**src/rtl/global_buffer_pkg.sv**
```systemverilog
// Shared types and default sizing for the global-buffer configuration initiator.
package global_buffer_pkg;

    localparam int DEF_CFG_ADDR_WIDTH = 32;
    localparam int DEF_CFG_DATA_WIDTH = 32;
    localparam int DEF_RD_TIMEOUT     = 64;

    typedef enum logic [2:0] {
        IDLE,
        WR,
        RD_REQ,
        RD_WAIT,
        RSP
    } cfg_init_state_e;

endpackage

```
**src/rtl/glb_cfg_initiator_if.sv**
```systemverilog
// Host request/response channel plus cfg_ifc write/read port toward tile 0.
interface glb_cfg_initiator_if
    import global_buffer_pkg::*;
#(
    parameter int CFG_ADDR_WIDTH = DEF_CFG_ADDR_WIDTH,
    parameter int CFG_DATA_WIDTH = DEF_CFG_DATA_WIDTH
) ();

    logic                      host_req_valid;
    logic                      host_req_ready;
    logic                      host_req_write;
    logic [CFG_ADDR_WIDTH-1:0] host_req_addr;
    logic [CFG_DATA_WIDTH-1:0] host_req_data;
    logic                      host_rsp_valid;
    logic                      host_rsp_ready;
    logic [CFG_DATA_WIDTH-1:0] host_rsp_data;
    logic                      host_rsp_err;
    logic                      cfg_wr_en;
    logic                      cfg_wr_clk_en;
    logic [CFG_ADDR_WIDTH-1:0] cfg_wr_addr;
    logic [CFG_DATA_WIDTH-1:0] cfg_wr_data;
    logic                      cfg_rd_en;
    logic                      cfg_rd_clk_en;
    logic [CFG_ADDR_WIDTH-1:0] cfg_rd_addr;
    logic [CFG_DATA_WIDTH-1:0] cfg_rd_data;
    logic                      cfg_rd_data_valid;

    modport master (
        input  host_req_valid, host_req_write, host_req_addr, host_req_data,
        input  host_rsp_ready, cfg_rd_data, cfg_rd_data_valid,
        output host_req_ready, host_rsp_valid, host_rsp_data, host_rsp_err,
        output cfg_wr_en, cfg_wr_clk_en, cfg_wr_addr, cfg_wr_data,
        output cfg_rd_en, cfg_rd_clk_en, cfg_rd_addr
    );

    modport slave (
        output host_req_valid, host_req_write, host_req_addr, host_req_data,
        output host_rsp_ready, cfg_rd_data, cfg_rd_data_valid,
        input  host_req_ready, host_rsp_valid, host_rsp_data, host_rsp_err,
        input  cfg_wr_en, cfg_wr_clk_en, cfg_wr_addr, cfg_wr_data,
        input  cfg_rd_en, cfg_rd_clk_en, cfg_rd_addr
    );

endinterface

```
**src/rtl/glb_cfg_initiator.sv**
```systemverilog
// Single-outstanding host-to-cfg_ifc bridge with read timeout; all outputs registered.
// Optional stray read-valid counter: GLB_CFG_INITIATOR_STRAY_CNT_EN.
module glb_cfg_initiator
    import global_buffer_pkg::*;
#(
    parameter int CFG_ADDR_WIDTH = DEF_CFG_ADDR_WIDTH,
    parameter int CFG_DATA_WIDTH = DEF_CFG_DATA_WIDTH,
    parameter int RD_TIMEOUT     = DEF_RD_TIMEOUT
) (
    input logic                 clk,
    input logic                 reset,
    glb_cfg_initiator_if.master cfg
`ifdef GLB_CFG_INITIATOR_STRAY_CNT_EN
    ,
    output logic [15:0]         stray_rd_cnt
`endif
);

    localparam int TIMEOUT_WIDTH = $clog2(RD_TIMEOUT + 1);
    localparam logic [TIMEOUT_WIDTH-1:0] LP_TMO = TIMEOUT_WIDTH'(RD_TIMEOUT);

    cfg_init_state_e           r_state, w_state_nxt;
    logic                      r_req_ready, w_req_ready;
    logic                      r_wr_en, w_wr_en;
    logic [CFG_ADDR_WIDTH-1:0] r_wr_addr, w_wr_addr;
    logic [CFG_DATA_WIDTH-1:0] r_wr_data, w_wr_data;
    logic                      r_rd_en, w_rd_en;
    logic [CFG_ADDR_WIDTH-1:0] r_rd_addr, w_rd_addr;
    logic                      r_rsp_valid, w_rsp_valid;
    logic [CFG_DATA_WIDTH-1:0] r_rsp_data, w_rsp_data;
    logic                      r_rsp_err, w_rsp_err;
    logic [TIMEOUT_WIDTH-1:0]  r_cnt, w_cnt;

    always_comb begin
        w_state_nxt = r_state;
        w_wr_addr   = r_wr_addr;
        w_wr_data   = r_wr_data;
        w_rd_addr   = r_rd_addr;
        w_rsp_data  = r_rsp_data;
        w_rsp_err   = r_rsp_err;
        w_cnt       = r_cnt;
        case (r_state)
            IDLE: begin
                if (cfg.host_req_valid) begin
                    if (cfg.host_req_write) begin
                        w_wr_addr   = cfg.host_req_addr;
                        w_wr_data   = cfg.host_req_data;
                        w_state_nxt = WR;
                    end else begin
                        w_rd_addr   = cfg.host_req_addr;
                        w_state_nxt = RD_REQ;
                    end
                end
            end
            WR: begin
                w_rsp_data  = '0;
                w_rsp_err   = 1'b0;
                w_state_nxt = RSP;
            end
            RD_REQ: begin
                w_cnt = TIMEOUT_WIDTH'(1);
                if (cfg.cfg_rd_data_valid) begin
                    w_rsp_data  = cfg.cfg_rd_data;
                    w_rsp_err   = 1'b0;
                    w_state_nxt = RSP;
                end else begin
                    w_state_nxt = RD_WAIT;
                end
            end
            RD_WAIT: begin
                if (r_cnt != LP_TMO) w_cnt = r_cnt + 1'b1;
                // Data arriving on the timeout cycle still counts as a good read.
                if (cfg.cfg_rd_data_valid) begin
                    w_rsp_data  = cfg.cfg_rd_data;
                    w_rsp_err   = 1'b0;
                    w_state_nxt = RSP;
                end else if (r_cnt == LP_TMO) begin
                    w_rsp_data  = '1;
                    w_rsp_err   = 1'b1;
                    w_state_nxt = RSP;
                end
            end
            RSP: begin
                if (cfg.host_rsp_ready) w_state_nxt = IDLE;
            end
            default: w_state_nxt = IDLE;
        endcase
        // Outputs are decoded from the next state so they register in step with it.
        w_req_ready = (w_state_nxt == IDLE);
        w_wr_en     = (w_state_nxt == WR);
        w_rd_en     = (w_state_nxt == RD_REQ);
        w_rsp_valid = (w_state_nxt == RSP);
    end

    always_ff @(posedge clk or negedge reset) begin
        if (!reset) begin
            r_state     <= IDLE;
            r_req_ready <= 1'b1;
            r_wr_en     <= 1'b0;
            r_wr_addr   <= '0;
            r_wr_data   <= '0;
            r_rd_en     <= 1'b0;
            r_rd_addr   <= '0;
            r_rsp_valid <= 1'b0;
            r_rsp_data  <= '0;
            r_rsp_err   <= 1'b0;
            r_cnt       <= '0;
        end else begin
            r_state     <= w_state_nxt;
            r_req_ready <= w_req_ready;
            r_wr_en     <= w_wr_en;
            r_wr_addr   <= w_wr_addr;
            r_wr_data   <= w_wr_data;
            r_rd_en     <= w_rd_en;
            r_rd_addr   <= w_rd_addr;
            r_rsp_valid <= w_rsp_valid;
            r_rsp_data  <= w_rsp_data;
            r_rsp_err   <= w_rsp_err;
            r_cnt       <= w_cnt;
        end
    end

    assign cfg.host_req_ready = r_req_ready;
    assign cfg.host_rsp_valid = r_rsp_valid;
    assign cfg.host_rsp_data  = r_rsp_data;
    assign cfg.host_rsp_err   = r_rsp_err;
    assign cfg.cfg_wr_en      = r_wr_en;
    assign cfg.cfg_wr_clk_en  = r_wr_en;
    assign cfg.cfg_wr_addr    = r_wr_addr;
    assign cfg.cfg_wr_data    = r_wr_data;
    assign cfg.cfg_rd_en      = r_rd_en;
    assign cfg.cfg_rd_clk_en  = r_rd_en;
    assign cfg.cfg_rd_addr    = r_rd_addr;

`ifdef GLB_CFG_INITIATOR_STRAY_CNT_EN
    logic [15:0] r_stray_cnt;

    always_ff @(posedge clk or negedge reset) begin
        if (!reset) begin
            r_stray_cnt <= '0;
        end else if (cfg.cfg_rd_data_valid && (r_state != RD_REQ) && (r_state != RD_WAIT)
                     && (r_stray_cnt != 16'hFFFF)) begin
            r_stray_cnt <= r_stray_cnt + 16'd1;
        end
    end

    assign stray_rd_cnt = r_stray_cnt;
`endif

endmodule

```
**src/flat_wrapper.sv**
```systemverilog
// flat-port wrapper written by rule: the top's interface ports become plain ports
module glb_cfg_initiator_flat import global_buffer_pkg::*;
#(
    parameter int CFG_ADDR_WIDTH = DEF_CFG_ADDR_WIDTH,
    parameter int CFG_DATA_WIDTH = DEF_CFG_DATA_WIDTH,
    parameter int RD_TIMEOUT     = DEF_RD_TIMEOUT
)
  (clk, reset, cfg_host_req_valid, cfg_host_req_write, cfg_host_req_addr, cfg_host_req_data, cfg_host_rsp_ready, cfg_cfg_rd_data, cfg_cfg_rd_data_valid, cfg_host_req_ready, cfg_host_rsp_valid, cfg_host_rsp_data, cfg_host_rsp_err, cfg_cfg_wr_en, cfg_cfg_wr_clk_en, cfg_cfg_wr_addr, cfg_cfg_wr_data, cfg_cfg_rd_en, cfg_cfg_rd_clk_en, cfg_cfg_rd_addr);
  glb_cfg_initiator_if #(.CFG_ADDR_WIDTH(CFG_ADDR_WIDTH), .CFG_DATA_WIDTH(CFG_DATA_WIDTH)) cfg_i ();
  input logic clk;
  input logic reset;
  input wire logic [$bits(cfg_i.host_req_valid)-1:0] cfg_host_req_valid;
  input wire logic [$bits(cfg_i.host_req_write)-1:0] cfg_host_req_write;
  input wire logic [$bits(cfg_i.host_req_addr)-1:0] cfg_host_req_addr;
  input wire logic [$bits(cfg_i.host_req_data)-1:0] cfg_host_req_data;
  input wire logic [$bits(cfg_i.host_rsp_ready)-1:0] cfg_host_rsp_ready;
  input wire logic [$bits(cfg_i.cfg_rd_data)-1:0] cfg_cfg_rd_data;
  input wire logic [$bits(cfg_i.cfg_rd_data_valid)-1:0] cfg_cfg_rd_data_valid;
  output wire logic [$bits(cfg_i.host_req_ready)-1:0] cfg_host_req_ready;
  output wire logic [$bits(cfg_i.host_rsp_valid)-1:0] cfg_host_rsp_valid;
  output wire logic [$bits(cfg_i.host_rsp_data)-1:0] cfg_host_rsp_data;
  output wire logic [$bits(cfg_i.host_rsp_err)-1:0] cfg_host_rsp_err;
  output wire logic [$bits(cfg_i.cfg_wr_en)-1:0] cfg_cfg_wr_en;
  output wire logic [$bits(cfg_i.cfg_wr_clk_en)-1:0] cfg_cfg_wr_clk_en;
  output wire logic [$bits(cfg_i.cfg_wr_addr)-1:0] cfg_cfg_wr_addr;
  output wire logic [$bits(cfg_i.cfg_wr_data)-1:0] cfg_cfg_wr_data;
  output wire logic [$bits(cfg_i.cfg_rd_en)-1:0] cfg_cfg_rd_en;
  output wire logic [$bits(cfg_i.cfg_rd_clk_en)-1:0] cfg_cfg_rd_clk_en;
  output wire logic [$bits(cfg_i.cfg_rd_addr)-1:0] cfg_cfg_rd_addr;
  assign cfg_i.host_req_valid = cfg_host_req_valid;
  assign cfg_i.host_req_write = cfg_host_req_write;
  assign cfg_i.host_req_addr = cfg_host_req_addr;
  assign cfg_i.host_req_data = cfg_host_req_data;
  assign cfg_i.host_rsp_ready = cfg_host_rsp_ready;
  assign cfg_i.cfg_rd_data = cfg_cfg_rd_data;
  assign cfg_i.cfg_rd_data_valid = cfg_cfg_rd_data_valid;
  assign cfg_host_req_ready = cfg_i.host_req_ready;
  assign cfg_host_rsp_valid = cfg_i.host_rsp_valid;
  assign cfg_host_rsp_data = cfg_i.host_rsp_data;
  assign cfg_host_rsp_err = cfg_i.host_rsp_err;
  assign cfg_cfg_wr_en = cfg_i.cfg_wr_en;
  assign cfg_cfg_wr_clk_en = cfg_i.cfg_wr_clk_en;
  assign cfg_cfg_wr_addr = cfg_i.cfg_wr_addr;
  assign cfg_cfg_wr_data = cfg_i.cfg_wr_data;
  assign cfg_cfg_rd_en = cfg_i.cfg_rd_en;
  assign cfg_cfg_rd_clk_en = cfg_i.cfg_rd_clk_en;
  assign cfg_cfg_rd_addr = cfg_i.cfg_rd_addr;
  glb_cfg_initiator #(.CFG_ADDR_WIDTH(CFG_ADDR_WIDTH), .CFG_DATA_WIDTH(CFG_DATA_WIDTH), .RD_TIMEOUT(RD_TIMEOUT)) u_core (.clk(clk), .reset(reset), .cfg(cfg_i));
endmodule
```
**config.mk**
```make
export PLATFORM = sky130hd
export DESIGN_NAME = glb_cfg_initiator_flat
export DESIGN_NICKNAME = d
export VERILOG_FILES = /design/src/rtl/global_buffer_pkg.sv /design/src/rtl/glb_cfg_initiator_if.sv /design/src/rtl/glb_cfg_initiator.sv /design/src/flat_wrapper.sv
export SDC_FILE = /design/constraint.sdc
export NUM_CORES = 1
export LEC_CHECK = 0
export ABC_AREA = 1
export CAP_MARGIN = 20
export CORE_ASPECT_RATIO = 2
export CORE_MARGIN = 5
export CORE_UTILIZATION = 47
export DETAILED_ROUTE_END_ITERATION = 16
export GPL_TIMING_DRIVEN = 0
export PLACE_DENSITY = 0.82
export SYNTH_ARGS = -nofsm -noshare
export SYNTH_HDL_FRONTEND = slang
export SYNTH_SLANG_ARGS = --single-unit
export TNS_END_PERCENT = 20
```
**constraint.sdc**
```tcl
create_clock -name clk -period 3.5 [get_ports clk]
set_input_delay 0.525 -clock clk [delete_from_list [all_inputs] [get_ports clk]]
set_output_delay 0.525 -clock clk [all_outputs]
set_load 0.005 [all_outputs]
```
==> results.md, run 1 <==
* Share of layout cells above drive strength 1 at 0.08161
* Filler-free cell count of the finished design at 1169
* Antenna viol nets, final at 0
* Worst slew pin tran at ~550 ps
* Count of buffers added by post-CTS timing repair for setup at 0
* CTS HTree Levels at 4
* GRT Residual Overflow at 0
* Worst path cell trace: clkdlybuf4s50_1
* TritonCTS clock tree: done
* Post-synthesis xor/xnor area fraction at 0.002857
* Mux contribution to synthesized area at 0
* Worst-Skew Late Latency at around 400 ps
* Class of the tightest hold or removal check: in -> async
* Post-route core utilization at 0.7179
* Gp weighted congestion at ~0.89
* Share of the synthesized area in compound gates (AO/OA/AOI/OAI) at 0.03979
* Crit path arrival time at between 1000 and 1500 ps
* Critical path's largest stage delay at roughly 520 ps
* Ant diodes at 0
* Area share of fa/ha/maj cells after synthesis at 0.004081
* Most area-consuming cells after synthesis: dfrtp_1, nand2_1, nand3_1
* I/O pins at 237
* Cell type of the slowest stage on the worst timing path: dfstp_2
* Clock Sinks at 143
* Placed wire-length estimate at between 10000 and 15000 um
* Cell type with the highest aggregate area in the netlist: dfrtp_1
* Unrepaired setup endpoints after global routing: false
* Max Transition Viols Final at 0
* Number of synthesized register bits at ~140
* Synthesized netlist cell count at about 750
* Most common library cell in the layout ignoring fill and taps: nand2_1
* Die outline height at between 150 and 200 um
* Largest fanout on the critical path at 1
* Post-synthesis simple-gate area fraction at 0.3197
* Syn_area_per_cell at around 8.2 um^2
* P&R area growth vs syn at 51.23%
* Average wire per standard cell at ~16 um
* Number of port buffers at around 240
* Status: complete, no violations
* Sequential cell area at 0.003580 mm^2
* Synth Net Count at ~850
* Power per cell area at 831.3 mW/mm^2
* Startpoint type of the worst setup path: flip-flop
* Hold bufs inserted after CTS at 0
* Synth Flop Type: dfrtp_1
* Filler cell count at around 1000
* YS warnings at 0
* Maximum number of pins on one net before global-route repair at 87
* Clock period minus final worst setup slack at slightly below 2000 ps
* Share of the clock period used by the worst path after layout at 0.5566
* Clock slew at reported path FFs at 70 ps
* Largest family of logic cells by synthesized area: simple AND/OR/NAND/NOR gates
* Most frequent cells in the layout: nand2_1, clkdlybuf4s50_1, dfrtp_1
* Post-synthesis instance area at about 0.006 mm^2
* Final Routed Wirelength at around 19000 um
* First-pass GRT wire length at around 30000 um
* Share of synthesized flip-flops with an asynchronous set or reset at 1.000
* Detailed-routing iteration count for the pre-antenna-repair pass at 5
* Nets at around 1100
* Post-synth EDFFs at 0
* Number of resized instances in the post-cts repair step at 0
* Unique masters post-synth at 24
* Count of endpoints failing setup in the final report at 0
* Max_cap viols at 0
* Post-route total power at approximately 7.7 mW
* Clock Tree Root: clkbuf_16
* Placement Rows at just under 60
* Via count of the routed design at between 5000 and 6000
* Worst supply voltage drop on vdd at between 0.0006 and 0.0007 V
* Area share of the largest cell type after synthesis at 0.5795
* Setup crit end kind: output port
* Vias in the first global route at ~5800
* CTS Buffer Depth at 2
* Total DRC errors in the routed layout at 0
* Floorplan core area at about 0.013 mm^2
* Initial antenna violation count at 0
* Area occupied by multi-input gates at approximately 0.0022 mm^2
* Placed cell count at 1137
* Cell family contributing the most delay on the critical path: flip-flops
* Number of buffers added by the clock tree synthesis step at 17
* Horizontal die dimension at about 91 um
* Final count of hold timing violations at 0
* Buffers and inverters on the worst path at 1
* Count of routing violations after the opening detailed-route iteration at approximately 260
* Crit path kind: reg -> out
* Global router's overall resource usage at 0.2425
* Highest Clock Rate at 0.5134 GHz
* DR vias/cell at a little under 5
* Starting Density at 0.4747
* Setup clock skew after layout at around 12 ps
* CP Data Required Time at ~3000 ps
* Static leakage at about 4.8 nW
* Die area at around 0.016 mm^2
* Tightest slew margin relative to the limit at 0.6311
* Sequential-to-total area share from yosys stat at 0.5838
[metrics by stage]
| stage | worst slack (ps) | setup TNS (ps) | area [um^2] | hold WS, ps |
|---|---|---|---|---|
| after floorplan | 2132 | 0 | 6132 | 229.4 |
| after global placement | -3839 | -545570 | 8685 | 453.0 |
| after detailed placement | 1406 | 0 | 8713 | 457.2 |
| after CTS | 1524 | 0 | 9274 | 76.87 |
| after global routing | 1508 | 0 | 9274 | 96.44 |
| final | 1552 | 0 | 9274 | 60.66 |
[cell usage after synthesis (3+ instances only)]
library cell	n
nand3_2	3
buf_4	6
inv_2	4
dfrtp_1	142
nand2_1	426
nor2_1	9
clkbuf_1	6
nand3_1	46
buf_6	3
inv_1	17
buf_2	23
o21ai_0	44
[area by class of cell]
type | instances | area share
Buffer | 40 | 0.02442
Clock buffer | 18 | 0.04736
Clock inverter | 14 | 0.01309
Sequential cell | 143 | 0.3860
Timing Repair Buffer | 237 | 0.2578
Multi-Input combinational cell | 544 | 0.2423
Inverter | 21 | 0.008500
Tap cell | 152 | 0.02051
[final timing paths]
path                       slack, ps                       start  cells after the start                      endpoint
min in group clk                 470  u_core.cfg.cfg_rd_addr[16]                      2    u_core.cfg.cfg_rd_addr[16]
max in group asynchronous       2640                       reset                      2    u_core.cfg.cfg_rd_addr[16]
max reg2reg                     1830             u_core.r_cnt[0]                      9  u_core.cfg.host_rsp_data[31]
max                             1550   u_core.cfg.host_req_ready                      1            cfg_host_req_ready
min                               60                       reset                      1  u_core.cfg.host_rsp_data[25]
min reg2reg                      470  u_core.cfg.cfg_rd_addr[16]                      2    u_core.cfg.cfg_rd_addr[16]
[kinds of logic (layout without fill, tap and decap cells)]
kind of cell	count (synthesis)	in the layout
and+or+nand+nor	492	492
xor gates and xnor gates	2	2
buffers and inverters	61	330
adders and majority gates	2	2
DFF	143	143
AOI/OAI and AO/OA	48	48
[power by group]
group / total [mW] / switching [mW] / internal (mW)
clock: 1.71 / 0.763 / 0.950
sequential: 2.79 / 0.406 / 2.38
combinational: 3.21 / 1.44 / 1.77
[per-layer routing]
metal  up-vias  wire length, um  global-route usage
li1       2827                -                   -
met1      2643             6379              0.2562
met2       225            10130              0.4340
met3        59             1171             0.06258
met4         0             1012              0.1373
met5         -                0                   0
[flip-flops by register name (all words and copies together), names as in the netlist, 3 cells and up]
| name | flops |
|---|---|
| u_core.cfg.cfg_rd_addr | 32 |
| u_core.cfg.host_rsp_data | 32 |
| u_core.cfg.cfg_wr_data | 32 |
| u_core.r_state | 3 |
| u_core.r_cnt | 7 |
| u_core.cfg.cfg_wr_addr | 32 |
(Power assumes the default switching activity.)
==> run 2: changes to the inputs <==
--- a/config.mk
+++ b/config.mk
@@ -9,10 +9,10 @@
 export CAP_MARGIN = 20
 export CORE_ASPECT_RATIO = 2
 export CORE_MARGIN = 5
-export CORE_UTILIZATION = 47
+export CORE_UTILIZATION = 44
 export DETAILED_ROUTE_END_ITERATION = 16
 export GPL_TIMING_DRIVEN = 0
-export PLACE_DENSITY = 0.82
+export PLACE_DENSITY = 0.77
 export SYNTH_ARGS = -nofsm -noshare
 export SYNTH_HDL_FRONTEND = slang
 export SYNTH_SLANG_ARGS = --single-unit
==> constraint.sdc (replaced) <==
create_clock -name clk -period 2 [get_ports clk]
set_input_delay 0.3 -clock clk [delete_from_list [all_inputs] [get_ports clk]]
set_output_delay 0.3 -clock clk [all_outputs]
set_load 0.005 [all_outputs]
==> run 2 against run 1 <==
Sequential share of layout area shrank 0.26 points. Power grew 75%. Register-to-register slack lost 1500 ps. Cell count grew 3.3%. Critical endpoint unchanged. Largest cell class unchanged.
==> results.md, run 2 (synthesized netlist as in run 1, its figures left out) <==
* Vias in the first global route at 5809 (was 5814)
* Antenna viol nets, final at 0 (unchanged)
* Most common library cell in the layout ignoring fill and taps: nand2_1 (unchanged)
* Worst slew pin tran at 636.5 ps (was 553.3 ps)
* Die outline height at 177.0 um (was 171.5 um)
* Placement Rows at 61 (was 59)
* Number of resized instances in the post-cts repair step at 0 (unchanged)
* Hold bufs inserted after CTS at 1 (was 0)
* Average wire per standard cell at 15.37 um (was 15.99 um)
* Worst supply voltage drop on vdd at 0.0007816 V (was 0.0006059 V)
* Tightest slew margin relative to the limit at 0.5757 (was 0.6311)
* GRT Residual Overflow at 0 (unchanged)
* Gp weighted congestion at 0.8673 (was 0.8949)
* Max Transition Viols Final at 0 (unchanged)
* Count of routing violations after the opening detailed-route iteration at 270 (was 259)
* Worst-Skew Late Latency at 420 ps (was 410 ps)
* I/O pins at 237 (unchanged)
* Via count of the routed design at 5726 (was 5754)
* Placed wire-length estimate at 14310 um (was 14430 um)
* Reg-to-reg endpoint: u_core.cfg.host_rsp_data[31] (unchanged)
* CP Data Required Time at 1700 ps (was 2970 ps)
* Hold Path Depth at 3
* Clock Tree Root: clkbuf_16 (unchanged)
* Starting Density at 0.4439 (was 0.4747)
* R2R setup slack at 300 ps (was 1830 ps)
* Placed Area at 0.008760 mm^2 (was 0.008713 mm^2)
* Most frequent cells in the layout: nand2_1, clkdlybuf4s50_1, dfrtp_1 (unchanged)
* Crit path kind: reg -> out (unchanged)
* Initial antenna violation count at 0 (unchanged)
* Placed cell count at 1174 (was 1137)
* Nets at 1109 (was 1108)
* Share of the clock period used by the worst path after layout at 0.8687
* Status: complete, no violations (unchanged)
* Crit path arrival time at 1440 ps (was 1420 ps)
* Detailed-routing iteration count for the pre-antenna-repair pass at 5 (unchanged)
* Share of layout cells above drive strength 1 at 0.08153 (was 0.08161)
* Worst r2r src: u_core.r_cnt[0] (unchanged)
* Count of endpoints failing setup in the final report at 0 (unchanged)
* Static leakage at 4.771 nW (was 4.758 nW)
* Max_cap viols at 0 (unchanged)
* Setup clock skew after layout at 10.14 ps (was 12.45 ps)
* DR vias/cell at 4.744 (was 4.922)
* TritonCTS clock tree: done (unchanged)
* Hold endpoint: u_core.cfg.cfg_wr_data[15]
* Final count of hold timing violations at 0 (unchanged)
* Global router's overall resource usage at 0.2302 (was 0.2425)
* Filler-free cell count of the finished design at 1207 (was 1169)
* Die area at 0.01654 mm^2 (was 0.01557 mm^2)
* Total DRC errors in the routed layout at 0 (unchanged)
* Setup crit end kind: output port (unchanged)
* Cell type of the slowest stage on the worst timing path: dfstp_2 (unchanged)
* Class of the tightest hold or removal check: in -> reg (was in -> async)
* Startpoint type of the worst setup path: flip-flop (unchanged)
* Unrepaired setup endpoints after global routing: false (unchanged)
* Highest Clock Rate at 0.5756 GHz
* Min Hold Slack at 413.3 ps (was 60.66 ps)
* Buffers and inverters on the worst path at 1 (unchanged)
* Count of buffers added by post-CTS timing repair for setup at 0 (unchanged)
* Final standard cell area without fillers at 0.009336 mm^2 (was 0.009274 mm^2)
* Ant diodes at 0 (unchanged)
* Number of buffers added by the clock tree synthesis step at 17 (unchanged)
* Floorplan core area at 0.01381 mm^2 (was 0.01292 mm^2)
* Largest fanout on the critical path at 1 (unchanged)
* Post-route total power at 13.52 mW (was 7.710 mW)
* Horizontal die dimension at 93.48 um (was 90.77 um)
* CTS HTree Levels at 4 (unchanged)
* Worst path cell trace: clkdlybuf4s50_1 (unchanged)
* Final-layout setup total negative slack at 0 ps (unchanged)
* Clock period minus final worst setup slack at ~1700 ps
* Clock Sinks at 143 (unchanged)
* Cell family contributing the most delay on the critical path: flip-flops (unchanged)
* P&R area growth vs syn at 52.25% (was 51.23%)
* Final Routed Wirelength at 18550 um (was 18690 um)
* Clock slew at reported path FFs at 70 ps (about the same)
* Origin of the worst min-delay path: cfg_host_req_data[15]
* Maximum number of pins on one net before global-route repair at 77 (was 87)
* Power per cell area at 1448 mW/mm^2 (was 831.3 mW/mm^2)
* Critical path's largest stage delay at 520 ps (about the same)
* CTS Buffer Depth at 2 (unchanged)
* R2r worst-path depth at 9 (unchanged)
* Number of port buffers at 236 (unchanged)
* First-pass GRT wire length at 29490 um (was 29860 um)
==> run 2: how the worst max path moves through the flow <==
stage | cells past startpoint | startpoint | slack [ps] | to
finish | 1 | u_core.cfg.host_req_ready | 260 | cfg_host_req_ready
global route | 9 | u_core.r_cnt[0] | 190 | u_core.cfg.host_rsp_data[31]
CTS | 1 | u_core.cfg.host_req_ready | 230 | cfg_host_req_ready
detailed placement | 7 | cfg_cfg_rd_data_valid | 150 | u_core.cfg.host_rsp_data[22]
global placement | 1 | reset | -5230 | u_core.cfg.cfg_wr_addr[9]
floorplan | 10 | u_core.r_cnt[0] | 630 | u_core.cfg.host_rsp_data[10]
==> run 2: stage by stage <==
| stage | util | worst slack (ps) |
|---|---|---|
| 6_report | 0.6758 | 262.7 |
| 3_5_place_dp | 0.6341 | 149.8 |
| 3_3_place_gp | 0.6320 | -5232 |
| 4_1_cts | 0.6758 | 227.8 |
| 5_1_grt | 0.6758 | 185.3 |
| 2_1_floorplan | - | 632.3 |
==> run 2: power breakdown <==
| group | switching (mW) | leakage [nW] | internal, mW |
|---|---|---|---|
| Clock | 1.39 | 0.281 | 1.66 |
| Combinational | 2.49 | 2.65 | 3.09 |
| Sequential | 0.708 | 1.84 | 4.17 |
==> run 2: layer usage <==
layer,wire length (um),vias up,track usage
li1,-,2829,-
met3,1151,41,0.05915
met5,0,-,0
met2,10300,190,0.4210
met4,761,0,0.1156
met1,6339,2666,0.2366
==> run 2: final cells by class <==
| cell class | instances | area (um^2) |
|---|---|---|
| clock inverter | 15 | 141.4 |
| fill | 1169 | 4478 |
| sequential | 143 | 3580 |
| tap | 189 | 236.5 |
| timing repair buffer | 238 | 2401 |
| inverter | 21 | 78.83 |
| multi-input combinational | 544 | 2247 |
| clock buffer | 17 | 425.4 |
| buffer | 40 | 226.5 |
==> run 3: changes to the inputs <==
--- a/config.mk
+++ b/config.mk
@@ -8,11 +8,13 @@
 export ABC_AREA = 1
 export CAP_MARGIN = 20
 export CORE_ASPECT_RATIO = 2
-export CORE_MARGIN = 5
+export CORE_MARGIN = 8
 export CORE_UTILIZATION = 44
 export DETAILED_ROUTE_END_ITERATION = 16
 export GPL_TIMING_DRIVEN = 0
 export PLACE_DENSITY = 0.77
+export REMOVE_ABC_BUFFERS = 1
+export SKIP_CTS_REPAIR_TIMING = 1
 export SYNTH_ARGS = -nofsm -noshare
 export SYNTH_HDL_FRONTEND = slang
 export SYNTH_SLANG_ARGS = --single-unit
==> run 3 against run 2 <==
Combinational power hardly changed. Non-clock buffer count is 35 lower. Maximum frequency is 3.9% lower. Critical path type is now reg -> reg. Clock skew hardly changed. Routed wire length is 2.5% higher. Cell count is 5.5% lower. Register-to-register slack worse by 110 ps. Sequential share of layout area is 0.19 points higher. Global-route usage is 3.0 points lower.
==> results.md, run 3 (synthesized netlist as in run 1, its figures left out) <==
* Initial antenna violation count at 0 (unchanged)
* Final critical-path setup slack at 191.8 ps (was 262.7 ps)
* Placed cell count at 1103 (was 1174)
* Filler-free cell count of the finished design at 1141 (was 1207)
* Starting Density at 0.4464 (was 0.4439)
* Most common library cell in the layout ignoring fill and taps: nand2_1 (unchanged)
* Global router's overall resource usage at 0.2005 (was 0.2302)
* Average wire per standard cell at 16.66 um (was 15.37 um)
* Tightest slew margin relative to the limit at 0.3947 (was 0.5757)
* Clock slew at reported path FFs at 60 ps (was 70 ps)
* Die area at 0.01820 mm^2 (was 0.01654 mm^2)
* Placed wire-length estimate at 12210 um (was 14310 um)
* Antenna viol nets, final at 0 (unchanged)
* Final count of hold timing violations at 0 (unchanged)
* P&R area growth vs syn at 51.50% (was 52.25%)
* Die outline height at 183.0 um (was 177.0 um)
* Max Transition Viols Final at 0 (unchanged)
* Floorplan core area at 0.01374 mm^2 (was 0.01381 mm^2)
* Cell family contributing the most delay on the critical path: simple AND/OR/NAND/NOR gates (was flip-flops)
* Status: complete, no violations (unchanged)
* Nets at 1076 (was 1109)
* Number of buffers added by the clock tree synthesis step at 17 (unchanged)
* Crit path arrival time at 2110 ps (was 1440 ps)
* GRT Residual Overflow at 0 (unchanged)
* Startpoint type of the worst setup path: flip-flop (unchanged)
* Static leakage at 4.681 nW (was 4.771 nW)
* Routed metal-1 wirelength at 7596 um (was 6339 um)
* Total DRC errors in the routed layout at 0 (unchanged)
* Placement Rows at 61 (unchanged)
* Max_cap viols at 0 (unchanged)
* Maximum number of pins on one net before global-route repair at 78 (was 77)
* Met3 Routed Length at 2495 um (was 1151 um)
* Top layer used by detailed routing: met4 (unchanged)
* CTS Buffer Depth at 2 (unchanged)
* Worst-Skew Late Latency at 420 ps (about the same)
* Class of the tightest hold or removal check: in -> reg (unchanged)
* Share of layout cells above drive strength 1 at 0.05488 (was 0.08153)
* Clock Tree Root: clkbuf_16 (unchanged)
* Setup crit end kind: flip-flop (was output port)
* Buffers and inverters on the worst path at 2 (was 1)
* Unrepaired setup endpoints after global routing: false (unchanged)
* Via count of the routed design at 5796 (was 5726)
* Horizontal die dimension at 99.48 um (was 93.48 um)
* Cell type of the slowest stage on the worst timing path: dfrtp_1 (was dfstp_2)
* Wire length on met2 at 8730 um (was 10300 um)
* Count of endpoints failing setup in the final report at 0 (unchanged)
* Ant diodes at 0 (unchanged)
* Detailed-routing iteration count for the pre-antenna-repair pass at 5 (unchanged)
* Highest Clock Rate at 0.5530 GHz (was 0.5756 GHz)
* CP Data Required Time at 2300 ps (was 1700 ps)
* Post-route total power at 13.92 mW (was 13.52 mW)
* Final-layout setup total negative slack at 0 ps (unchanged)
* Setup clock skew after layout at 10.19 ps (was 10.14 ps)
* Share of the clock period used by the worst path after layout at 0.9041 (was 0.8687)
* TritonCTS clock tree: done (unchanged)
* Largest fanout on the critical path at 37 (was 1)
* Number of port buffers at 236 (unchanged)
* Crit path kind: reg -> reg (was reg -> out)
* First-pass GRT wire length at 29270 um (was 29490 um)
* Power per cell area at 1498 mW/mm^2 (was 1448 mW/mm^2)
* Gp weighted congestion at 0.7645 (was 0.8673)
* Placement-stage worst setup slack at -1205 ps (was 149.8 ps)
* Count of routing violations after the opening detailed-route iteration at 290 (was 270)
* Critical path's most frequent cell: nand2_1
* Worst slew pin tran at 906.9 ps (was 636.5 ps)
* Worst path cell trace: inv_1 -> ha_1 -> nand2_1 -> inv_1 -> nand3_2 -> nand2_8 -> nand2_8 -> nand2_1 -> nand2_1 (was clkdlybuf4s50_1)
* DR vias/cell at 5.080 (was 4.744)
* Clock period minus final worst setup slack at 1808 ps (was 1737 ps)
* Final Routed Wirelength at 19010 um (was 18550 um)
* Vias in the first global route at 5743 (was 5809)
* Clock Sinks at 143 (unchanged)
* Most frequent cells in the layout: nand2_1, clkdlybuf4s50_1, dfrtp_1 (unchanged)
* I/O pins at 237 (unchanged)
* Critical path's largest stage delay at 390 ps (was 520 ps)
* CTS HTree Levels at 4 (unchanged)
* Worst supply voltage drop on vdd at 0.0009374 V (was 0.0007816 V)
[run 3: worst register-to-register path, delay by kind of cell, from the launching register on]
| family | cells | cell delay (ps) |
|---|---|---|
| DFF | 1 | 390 |
| adders and majority gates | 1 | 150 |
| buffers and inverters | 2 | 180 |
| and+or+nand+nor | 6 | 990 |
[run 3: final cells by class]
cell class / count / area [um^2]
fill: 1085 / 4448
clock inverter: 13 / 210.2
tap: 157 / 196.4
multi-input combinational: 546 / 2315
sequential: 143 / 3580
timing repair buffer: 243 / 2466
inverter: 21 / 93.84
clock buffer: 18 / 429.2
[run 3: per-stage QoR]
stage	hold slack [ps]	utilization	area, um^2
floorplan	4.409	-	5906
CTS	-109.7	0.6664	9155
global placement	454.0	0.6161	8464
global route	421.6	0.6762	9290
finish	418.8	0.6762	9290
detailed placement	332.0	0.6199	8516
[run 3: final timing paths]
check                                      startpoint                      endpoint  slack (ps)  cells after the start
setup / recovery                      u_core.r_cnt[0]  u_core.cfg.host_rsp_data[13]         190                      9
hold / removal                   cfg_host_req_data[1]     u_core.cfg.cfg_wr_data[1]         420                      3
setup reg to reg                      u_core.r_cnt[0]  u_core.cfg.host_rsp_data[13]         190                      9
hold reg to reg            u_core.cfg.cfg_rd_addr[13]    u_core.cfg.cfg_rd_addr[13]         470                      2
max in group asynchronous                       reset     u_core.cfg.host_req_ready         730                      3
min in group asynchronous                       reset               u_core.r_cnt[5]         440                      2
[run 3: metal layers]
metal  track usage  up-vias
met2        0.3059      267
met4       0.05491        0
met3        0.1048       18
met1        0.2417     2739
li1              -     2772
met5             0        -
[run 3: where the power goes]
part           leakage (nW)  internal, mW  switching, mW
combinational          2.54          2.99           2.56
sequential             1.84          4.17          0.733
clock                 0.307          2.22           1.25
total                  4.68          9.38           4.54
